<file path="config.mk">
export PLATFORM = sky130hd
export DESIGN_NAME = lv_abist_mc
export DESIGN_NICKNAME = d
export VERILOG_FILES = /design/src/rtl/lv_abist_mc.sv
export SDC_FILE = /design/constraint.sdc
export NUM_CORES = 1
export LEC_CHECK = 0
export CORE_MARGIN = 4
export CORE_UTILIZATION = 55
export DETAILED_ROUTE_END_ITERATION = 8
export DONT_BUFFER_PORTS = 1
export HOLD_SLACK_MARGIN = 0.05
export PLACE_DENSITY = 0.7
export SKIP_CTS_REPAIR_TIMING = 1
export SLEW_MARGIN = 20
export SYNTH_ARGS = -nofsm -noshare
export SYNTH_HDL_FRONTEND = slang
export SYNTH_SLANG_ARGS = --single-unit
export TNS_END_PERCENT = 50
</file>
<file path="constraint.sdc">
create_clock -name i_clk -period 3.1 [get_ports i_clk]
set_input_delay 0.775 -clock i_clk [delete_from_list [all_inputs] [get_ports i_clk]]
set_output_delay 0.775 -clock i_clk [all_outputs]
set_load 0.02 [all_outputs]
</file>
<file path="src/rtl/lv_abist_mc.sv">
`default_nettype none
// ============================================================================
// Module   : lv_abist_mc
// Brief    : Multi-channel analog BIST sequencer. Each unmasked detector
//            channel is forced in turn and must assert its flag within the
//            force window, then de-assert it within the release window.
//            Per-channel sticky fail bits are reported, and logic BIST is
//            enabled when the sweep completes.
// Revision : 1.0 - initial release
// ============================================================================
module lv_abist_mc #(
  parameter int CH_NUM   = 4,
  parameter int CLK_M    = 48,
  parameter int WIN_US   = 70,
  parameter int REL_US   = 10,
  parameter int FILT_CYC = 3
) (
  input  logic              i_clk,
  input  logic              i_rst_n,
  input  logic              i_bist_en,
  input  logic [CH_NUM-1:0] i_ch_mask,
  input  logic [CH_NUM-1:0] i_det_flag,
  output logic [CH_NUM-1:0] o_bist_force,
  output logic              o_bist_busy,
  output logic              o_bist_done,
  output logic [CH_NUM-1:0] o_ch_fail,
  output logic              o_abist_fail,
  output logic              o_lbist_en
);

  localparam int c_WIN_CYC = WIN_US * CLK_M;
  localparam int c_REL_CYC = REL_US * CLK_M;
  localparam int c_MAX_CYC = (c_WIN_CYC > c_REL_CYC) ? c_WIN_CYC : c_REL_CYC;
  localparam int c_WCW     = $clog2(c_MAX_CYC + 1);
  localparam int c_FCW     = $clog2(FILT_CYC + 1);
  localparam int c_IW      = $clog2(CH_NUM + 1);

  localparam logic [c_WCW-1:0]  c_WIN_LAST  = c_WCW'(c_WIN_CYC - 1);
  localparam logic [c_WCW-1:0]  c_REL_LAST  = c_WCW'(c_REL_CYC - 1);
  localparam logic [c_FCW-1:0]  c_FILT_LAST = c_FCW'(FILT_CYC - 1);
  localparam logic [c_FCW-1:0]  c_FILT_MAX  = c_FCW'(FILT_CYC);
  localparam logic [c_IW-1:0]   c_CH_END    = c_IW'(CH_NUM);
  localparam logic [CH_NUM-1:0] c_ONE       = CH_NUM'(1);

  typedef enum logic [2:0] {
    S_IDLE    = 3'd0,
    S_SEL     = 3'd1,
    S_FORCE   = 3'd2,
    S_RELEASE = 3'd3,
    S_DONE    = 3'd4
  } state_t;

  state_t            r_state;
  logic [c_IW-1:0]   r_ch_idx;
  logic [c_WCW-1:0]  r_win;
  logic [c_FCW-1:0]  r_filt;
  logic [CH_NUM-1:0] r_force;
  logic [CH_NUM-1:0] r_ch_fail;
  logic              r_busy;
  logic              r_done;
  logic              r_abist_fail;
  logic              r_lbist_en;

  logic [CH_NUM-1:0] w_onehot;
  logic              w_mask_bit;
  logic              w_flag;
  logic [c_FCW-1:0]  w_filt_inc;
  logic [c_WCW-1:0]  w_win_inc;

  // Select the channel under test; an index of CH_NUM shifts out to all-zero,
  // so the end-of-sweep index never selects a mask or flag bit.
  always_comb begin
    w_onehot   = c_ONE << r_ch_idx;
    w_mask_bit = |(i_ch_mask & w_onehot);
    w_flag     = |(i_det_flag & w_onehot);
    w_filt_inc = (r_filt == c_FILT_MAX) ? r_filt : r_filt + c_FCW'(1);
    w_win_inc  = r_win + c_WCW'(1);
  end

  // Sequencer FSM; all outputs are registered and change on state transitions.
  always_ff @(posedge i_clk or negedge i_rst_n) begin
    if (!i_rst_n) begin
      r_state      <= S_IDLE;
      r_ch_idx     <= '0;
      r_win        <= '0;
      r_filt       <= '0;
      r_force      <= '0;
      r_ch_fail    <= '0;
      r_busy       <= 1'b0;
      r_done       <= 1'b0;
      r_abist_fail <= 1'b0;
      r_lbist_en   <= 1'b0;
    end else if (!i_bist_en) begin
      // Dropping the enable aborts the session from any state.
      r_state      <= S_IDLE;
      r_ch_idx     <= '0;
      r_win        <= '0;
      r_filt       <= '0;
      r_force      <= '0;
      r_ch_fail    <= '0;
      r_busy       <= 1'b0;
      r_done       <= 1'b0;
      r_abist_fail <= 1'b0;
      r_lbist_en   <= 1'b0;
    end else begin
      r_abist_fail <= |r_ch_fail;
      case (r_state)
        S_IDLE: begin
          r_state  <= S_SEL;
          r_ch_idx <= '0;
          r_busy   <= 1'b1;
        end
        S_SEL: begin
          if (r_ch_idx == c_CH_END) begin
            r_state    <= S_DONE;
            r_busy     <= 1'b0;
            r_done     <= 1'b1;
            r_lbist_en <= 1'b1;
          end else if (w_mask_bit) begin
            r_ch_idx <= r_ch_idx + c_IW'(1);
          end else begin
            r_state <= S_FORCE;
            r_win   <= '0;
            r_filt  <= '0;
            r_force <= w_onehot;
          end
        end
        S_FORCE: begin
          // A filtered pass takes precedence over a coincident timeout.
          if (w_flag && (r_filt == c_FILT_LAST)) begin
            r_state <= S_RELEASE;
            r_win   <= '0;
            r_filt  <= '0;
            r_force <= '0;
          end else if (r_win == c_WIN_LAST) begin
            r_state   <= S_RELEASE;
            r_win     <= '0;
            r_filt    <= '0;
            r_force   <= '0;
            r_ch_fail <= r_ch_fail | w_onehot;
          end else begin
            r_win  <= w_win_inc;
            r_filt <= w_flag ? w_filt_inc : '0;
          end
        end
        S_RELEASE: begin
          // A flag that never drops marks a stuck-high detector.
          if (!w_flag && (r_filt == c_FILT_LAST)) begin
            r_state  <= S_SEL;
            r_ch_idx <= r_ch_idx + c_IW'(1);
            r_win    <= '0;
            r_filt   <= '0;
          end else if (r_win == c_REL_LAST) begin
            r_state   <= S_SEL;
            r_ch_idx  <= r_ch_idx + c_IW'(1);
            r_win     <= '0;
            r_filt    <= '0;
            r_ch_fail <= r_ch_fail | w_onehot;
          end else begin
            r_win  <= w_win_inc;
            r_filt <= w_flag ? '0 : w_filt_inc;
          end
        end
        S_DONE: begin
          r_state <= S_DONE;
        end
        default: begin
          r_state <= S_IDLE;
        end
      endcase
    end
  end

  assign o_bist_force = r_force;
  assign o_bist_busy  = r_busy;
  assign o_bist_done  = r_done;
  assign o_ch_fail    = r_ch_fail;
  assign o_abist_fail = r_abist_fail;
  assign o_lbist_en   = r_lbist_en;

endmodule
`default_nettype wire

</file>
[After elaboration in Yosys (flattened, before gate mapping)]
Cells that the tools add are included.
Cells by class
  bitwise gates (word level): 3
  shift operators: 1
  equality and inequality tests: 27
  add/sub/neg operators: 3
  reduce and logical (&&, ||, !) cells: 14
  muxes and demuxes: 52
Operators with widths (count)
  12-bit two-way mux: 7
  4-bit two-way mux: 10
  3-bit two-way mux: 12
  12-bit case mux with 3 select lines: 1
  3-bit inequality test, second input constant: 8
  2-bit two-way mux: 10
  4-bit case mux with 2 select lines: 2
  3-bit case mux with 5 select lines: 1
  12-bit by 1-bit adder with 12-bit output, second input constant: 1
  12-bit equality test, second input constant: 1
  12-bit by 9-bit equality test with 1-bit output, second input constant: 1
  4-bit inequality test, second input constant: 3
  4-bit OR reduction: 3
  3-bit by 1-bit inequality test with 1-bit output, second input constant: 3
  3-bit case mux with 3 select lines: 1
  4-bit AND: 2
  4-bit by 1-bit inequality test with 1-bit output, second input constant: 2
  4-bit AND reduction: 2
  3-bit by 2-bit equality test with 1-bit output, second input constant: 2
  3-bit equality test, second input constant: 2
  1-bit two-way mux: 6
  2-bit case mux with 3 select lines: 1
  3-bit AND reduction: 2
  5-bit AND reduction: 1
  12 further kinds: 16
Storage, ports and cells
  bits of input ports: 11
  register bits after elaboration: 31
  output and inout port bits: 12

[Logic depth before layout (Yosys ltp)]
  depth after elaboration: 8
  depth in mapped cells: 9
  mapped depth without buffers: 7

[Worst setup path before layout]
Ideal clock, no wire load.
  path type: input port to flip-flop
  start point: input port i_det_flag[1]
  end point: register r_ch_idx[0]
  stages on the path: 5
  slack: 826 ps
  library setup time: 128 ps
  arrival: 2146 ps
  data required time: 2972 ps
  cells stage by stage: a222oi_1 o211a_1 nor2_1 o41ai_4 mux2_1
On the way
  word-level cells in the longest chain between the ends: 7
Ends and longest elaborated chain
  start, declared: RTL line 22  | input logic [CH_NUM-1:0] i_det_flag,
  4-bit AND *: RTL line 75  | w_flag = |(i_det_flag & w_onehot);
  4-bit OR reduction *: RTL line 75
  1-bit logical NOT *: RTL line 148  | if (!w_flag && (r_filt == c_FILT_LAST)) begin
  1-bit logical AND *: RTL line 148
  3-bit two-way mux: RTL line 148
  3-bit case mux with 3 select lines: RTL line 107  | case (r_state)
  3-bit two-way mux: RTL line 93  | end else if (!i_bist_en) begin
  end signal, assigned: RTL line 120  | r_ch_idx <= r_ch_idx + c_IW'(1);
  end signal, assigned: RTL line 150  | r_ch_idx <= r_ch_idx + c_IW'(1);
  end signal, assigned: RTL line 155  | r_ch_idx <= r_ch_idx + c_IW'(1);
  end, declared: RTL line 54  | logic [c_IW-1:0] r_ch_idx;
Every way passes the cells marked *; elsewhere a longest branch is shown, timed or not.
A chain may end at the register's enable or synchronous reset.

[Worst setup path after layout]
  start point: register r_ch_idx[0]
  end point: register r_win[11]
On the way
  word-level cells in the longest chain between the ends: 8
Ends and longest elaborated chain
  1-bit by 3-bit << shifter with 4-bit output: RTL line 73  | w_onehot = c_ONE << r_ch_idx;
  4-bit AND: RTL line 75
  4-bit OR reduction: RTL line 75
  1-bit logical NOT: RTL line 148
  1-bit logical AND: RTL line 148
  12-bit two-way mux: RTL line 148
  12-bit case mux with 3 select lines: RTL line 107
  12-bit two-way mux: RTL line 93
  end signal, assigned: RTL line 142  | r_win <= w_win_inc;
  end signal, assigned: RTL line 160  | r_win <= w_win_inc;
  end, declared: RTL line 55  | logic [c_WCW-1:0] r_win;
Several ways; a longest one is shown, not always the timed one.

==> reports/qor.yml <==
power-per-cell-area_mw_per_mm2: 629
cts_made_buffers: 5
start_kind: "flip-flop"
max_slew_margin: 0.522
io_pins: 23
crit_fanout: 12
setup_violations: 0
grt_pass1_wl_um: 7380
grt-ovfl-total: 0
wl_per_cell_um: 16.8
r2r_slack_ns: 0.60
period_share: 0.807
yosys.area.top_type: "dfrtp_1"
critPathTopFamily: "simple AND/OR/NAND/NOR gates"
die-area_sq_mm: 0.00466
gp_congestion: 0.853
drc: 0
fmax_ghz: 0.400
cts_tree: "built"
drive_gt1_frac: 0.0922
synth_edf_count: 0
pwr-share-seq: 0.434
outcome: "finished, final reports clean"
period_needed_ns: 2.50
cp-endpoint: "r_win[11]"
crit_chain: "inv_1, ha_1, a222oi_1, o21ai_0, nand3_1, and3_1, a221o_1"
dp_hpwl_um: 3020
synth_top_area_share: 0.388
fillCellCount: 309
ys.flop_type: "dfrtp_1"
post-route-util: 0.593
io_buffers: 0
ys_warn_count: 0
rsz0062_at_grt: "no"
reg2reg_depth: 7
syn_area_sq_mm: 0.00200
routed_wirelength_um: 4230
min_path_type: "input port to asynchronous set/reset pin"
grt_max_degree: 32
initial_core_util: 0.585
finalMaxSlewViolations: 0
synth_area_per_cell_sq_um: 9.43
die_width_um: 68.3
dp_cells: 244
first_iter_violations: 173
tightest_slew_ns: 0.716
dr.pass1.iters: 4
area_delta_synth_final_pct: 1.25
n_antenna_cell: 0
final_cells: 252
synth_nets: 229
vdd_drop_max_v: 0.000400
cts_sinks: 31
die-height_um: 68.3
cp_slowest_cell: "nand3_1"
post_synth_main_area_contributors: "dfrtp_1, nand2_1, ha_1"
crit_path_start: "r_ch_idx[0]"
reg2reg_to: "r_win[11]"
path_class: "flip-flop to flip-flop"
p_sw_frac: 0.418
fin_setup_tns_ns: 0
num_rows: 21
leakage_nw: 0.877
fin_nets: 222
vias: 1607
pwr-share-clk: 0.174
regArea_sq_um: 776
p_int_mw: 0.741
cp.buffers_inverters: 1
cap_viol_max_count: 0
viasPerCell: 6.38
grt_pass1_vias: 1563
finalWorstSetupSlack_ns: 0.600
synth.distinct_cells: 55
fin_skew_ns: 0.0129
p_sw_mw: 0.532
p_comb_frac: 0.391
crit_required_ns: 3.33
seq_area_frac_synth: 0.388
insertion_delay_ns: 0.33
clk_pin_slew_worst_paths_ns: 0.10
max_stage_delay_ns: 0.44
clk_path_buf_depth: 2
place_ws_ns: 0.601
async_reset_ff_frac: 1.00
grt_antenna_before_repair: 0
r2r_start: "r_ch_idx[0]"
cp_data_arrival_time_ns: 2.73
path_depth: 7
multi_input_comb_area_sq_mm: 0.00110
core_sq_mm: 0.00342
syn_inst: 212
crit_path_end_kind: "flip-flop"
htreeDepth: 2
cts_root_buf: "clkbuf_4"
grt_use_total: 0.210
hold_viol: 0
synth_seq_cells: 31
drtAntennaViolNets: 0
cell usage after synthesis (2+ instances only):
library cell,number
o31ai_1,3
buf_6,2
o211ai_1,3
nand2_1,29
mux2_1,3
nor2_1,14
nand4_1,5
a41o_1,2
buf_4,4
o21ai_2,2
buf_2,3
a31oi_1,2
nor3_1,2
inv_1,12
a2111oi_1,3
nor3b_1,2
ha_1,6
clkbuf_1,5
a21oi_1,4
mux2i_1,7
dfrtp_1,31
or3_1,2
o21ai_0,6
nand3_1,8
a222oi_1,2
a32oi_1,4
o21a_1,8
nand2b_1,2
o21ai_1,2
nor2b_1,4
nor4bb_1,2
and3_1,3
and4_1,2
a22o_1,2
metal layers:
metal / vias up / global-route usage / share of wire / wire length, um
li1: 768 / - / - / -
met1: 792 / 0.288 / 0.47 / 1990
met2: 40 / 0.327 / 0.47 / 1990
met3: 7 / 0.0460 / 0.047 / 197
met4: 0 / 0.0695 / 0.013 / 53
met5: - / 0 / 0 / 0
sequential cells by signal, summed over array words and instances (netlist names):
signal,cells
r_ch_idx,3
o_abist_fail,1
r_win,12
o_lbist_en,1
o_ch_fail,4
r_filt,2
o_bist_busy,1
r_state,3
o_bist_force,4
power by group through the flow:
stage / logic (mW) / registers (mW) / clock network [mW]
finish: 0.498 / 0.553 / 0.222
global route: 0.558 / 0.568 / 0.247
CTS: 0.491 / 0.552 / 0.231
detailed placement: 0.490 / 0.560 / 0
global placement: 0.473 / 0.554 / 0
floorplan: 0.462 / 0.515 / 0
cell type report:
type                            count  area share
Sequential cell                    31       0.383
Tap cell                           46      0.0284
Multi-Input combinational cell    155       0.541
Inverter                           12      0.0222
Clock inverter                      1     0.00247
Clock buffer                        7      0.0222
worst min-delay path by stage:
| stage | start | cells after the start | slack [ns] | to |
|---|---|---|---|---|
| detailed placement | i_rst_n | 0 | 0.48 | r_win[6] |
| floorplan | i_rst_n | 0 | 0.48 | o_abist_fail |
| global route | i_rst_n | 0 | 0.10 | r_win[6] |
| finish | i_rst_n | 0 | 0.12 | r_win[6] |
| CTS | i_rst_n | 0 | 0.12 | r_ch_idx[2] |
| global placement | i_rst_n | 0 | 0.48 | r_win[6] |
logic make-up (layout without fill, tap and decap cells):
logic type / after synthesis / after routing / synth area share
AOI/OAI and AO/OA: 54 / 54 / 0.225
xor gates and xnor gates: 1 / 1 / 0.00438
adders and majority gates: 6 / 6 / 0.0375
buffers and inverters: 26 / 20 / 0.0657
DFF: 31 / 31 / 0.388
muxes: 10 / 10 / 0.0519
and+or+nand+nor: 84 / 84 / 0.228
stage by stage:
| step | hold WS [ns] | power [mW] | area (sq um) |
|---|---|---|---|
| 2_1_floorplan | 0.479 | 0.976 | 2000 |
| 3_3_place_gp | 0.480 | 1.03 | 1970 |
| 3_5_place_dp | 0.481 | 1.05 | 1970 |
| 4_1_cts | 0.116 | 1.27 | 2020 |
| 5_1_grt | 0.105 | 1.37 | 2020 |
| 6_report | 0.122 | 1.27 | 2020 |
layout by cell type (no fill, tap or decap), types with 2 or more instances in the layout:
cell       Yosys  routed
ha_1           6       6
nand4_1        5       5
nor4bb_1       2       2
mux2i_1        7       7
a2111oi_1      3       3
o31ai_1        3       3
nor3b_1        2       2
a31oi_1        2       2
a41o_1         2       2
nand2b_1       2       2
mux2_1         3       3
nor2b_1        4       4
or3_1          2       2
a222oi_1       2       2
clkbuf_1       5       2
nand3_1        8       8
o21a_1         8       8
o211ai_1       3       3
o21ai_2        2       2
o21ai_1        2       2
a32oi_1        4       4
nand2_1       29      29
nor2_1        14      14
dfrtp_1       31      31
a22o_1         2       2
a21oi_1        4       3
and3_1         3       3
nor3_1         2       2
clkbuf_4       0       5
and4_1         2       2
inv_1         12      12
o21ai_0        6       6
No activity file was read; power rests on OpenSTA's default activity.
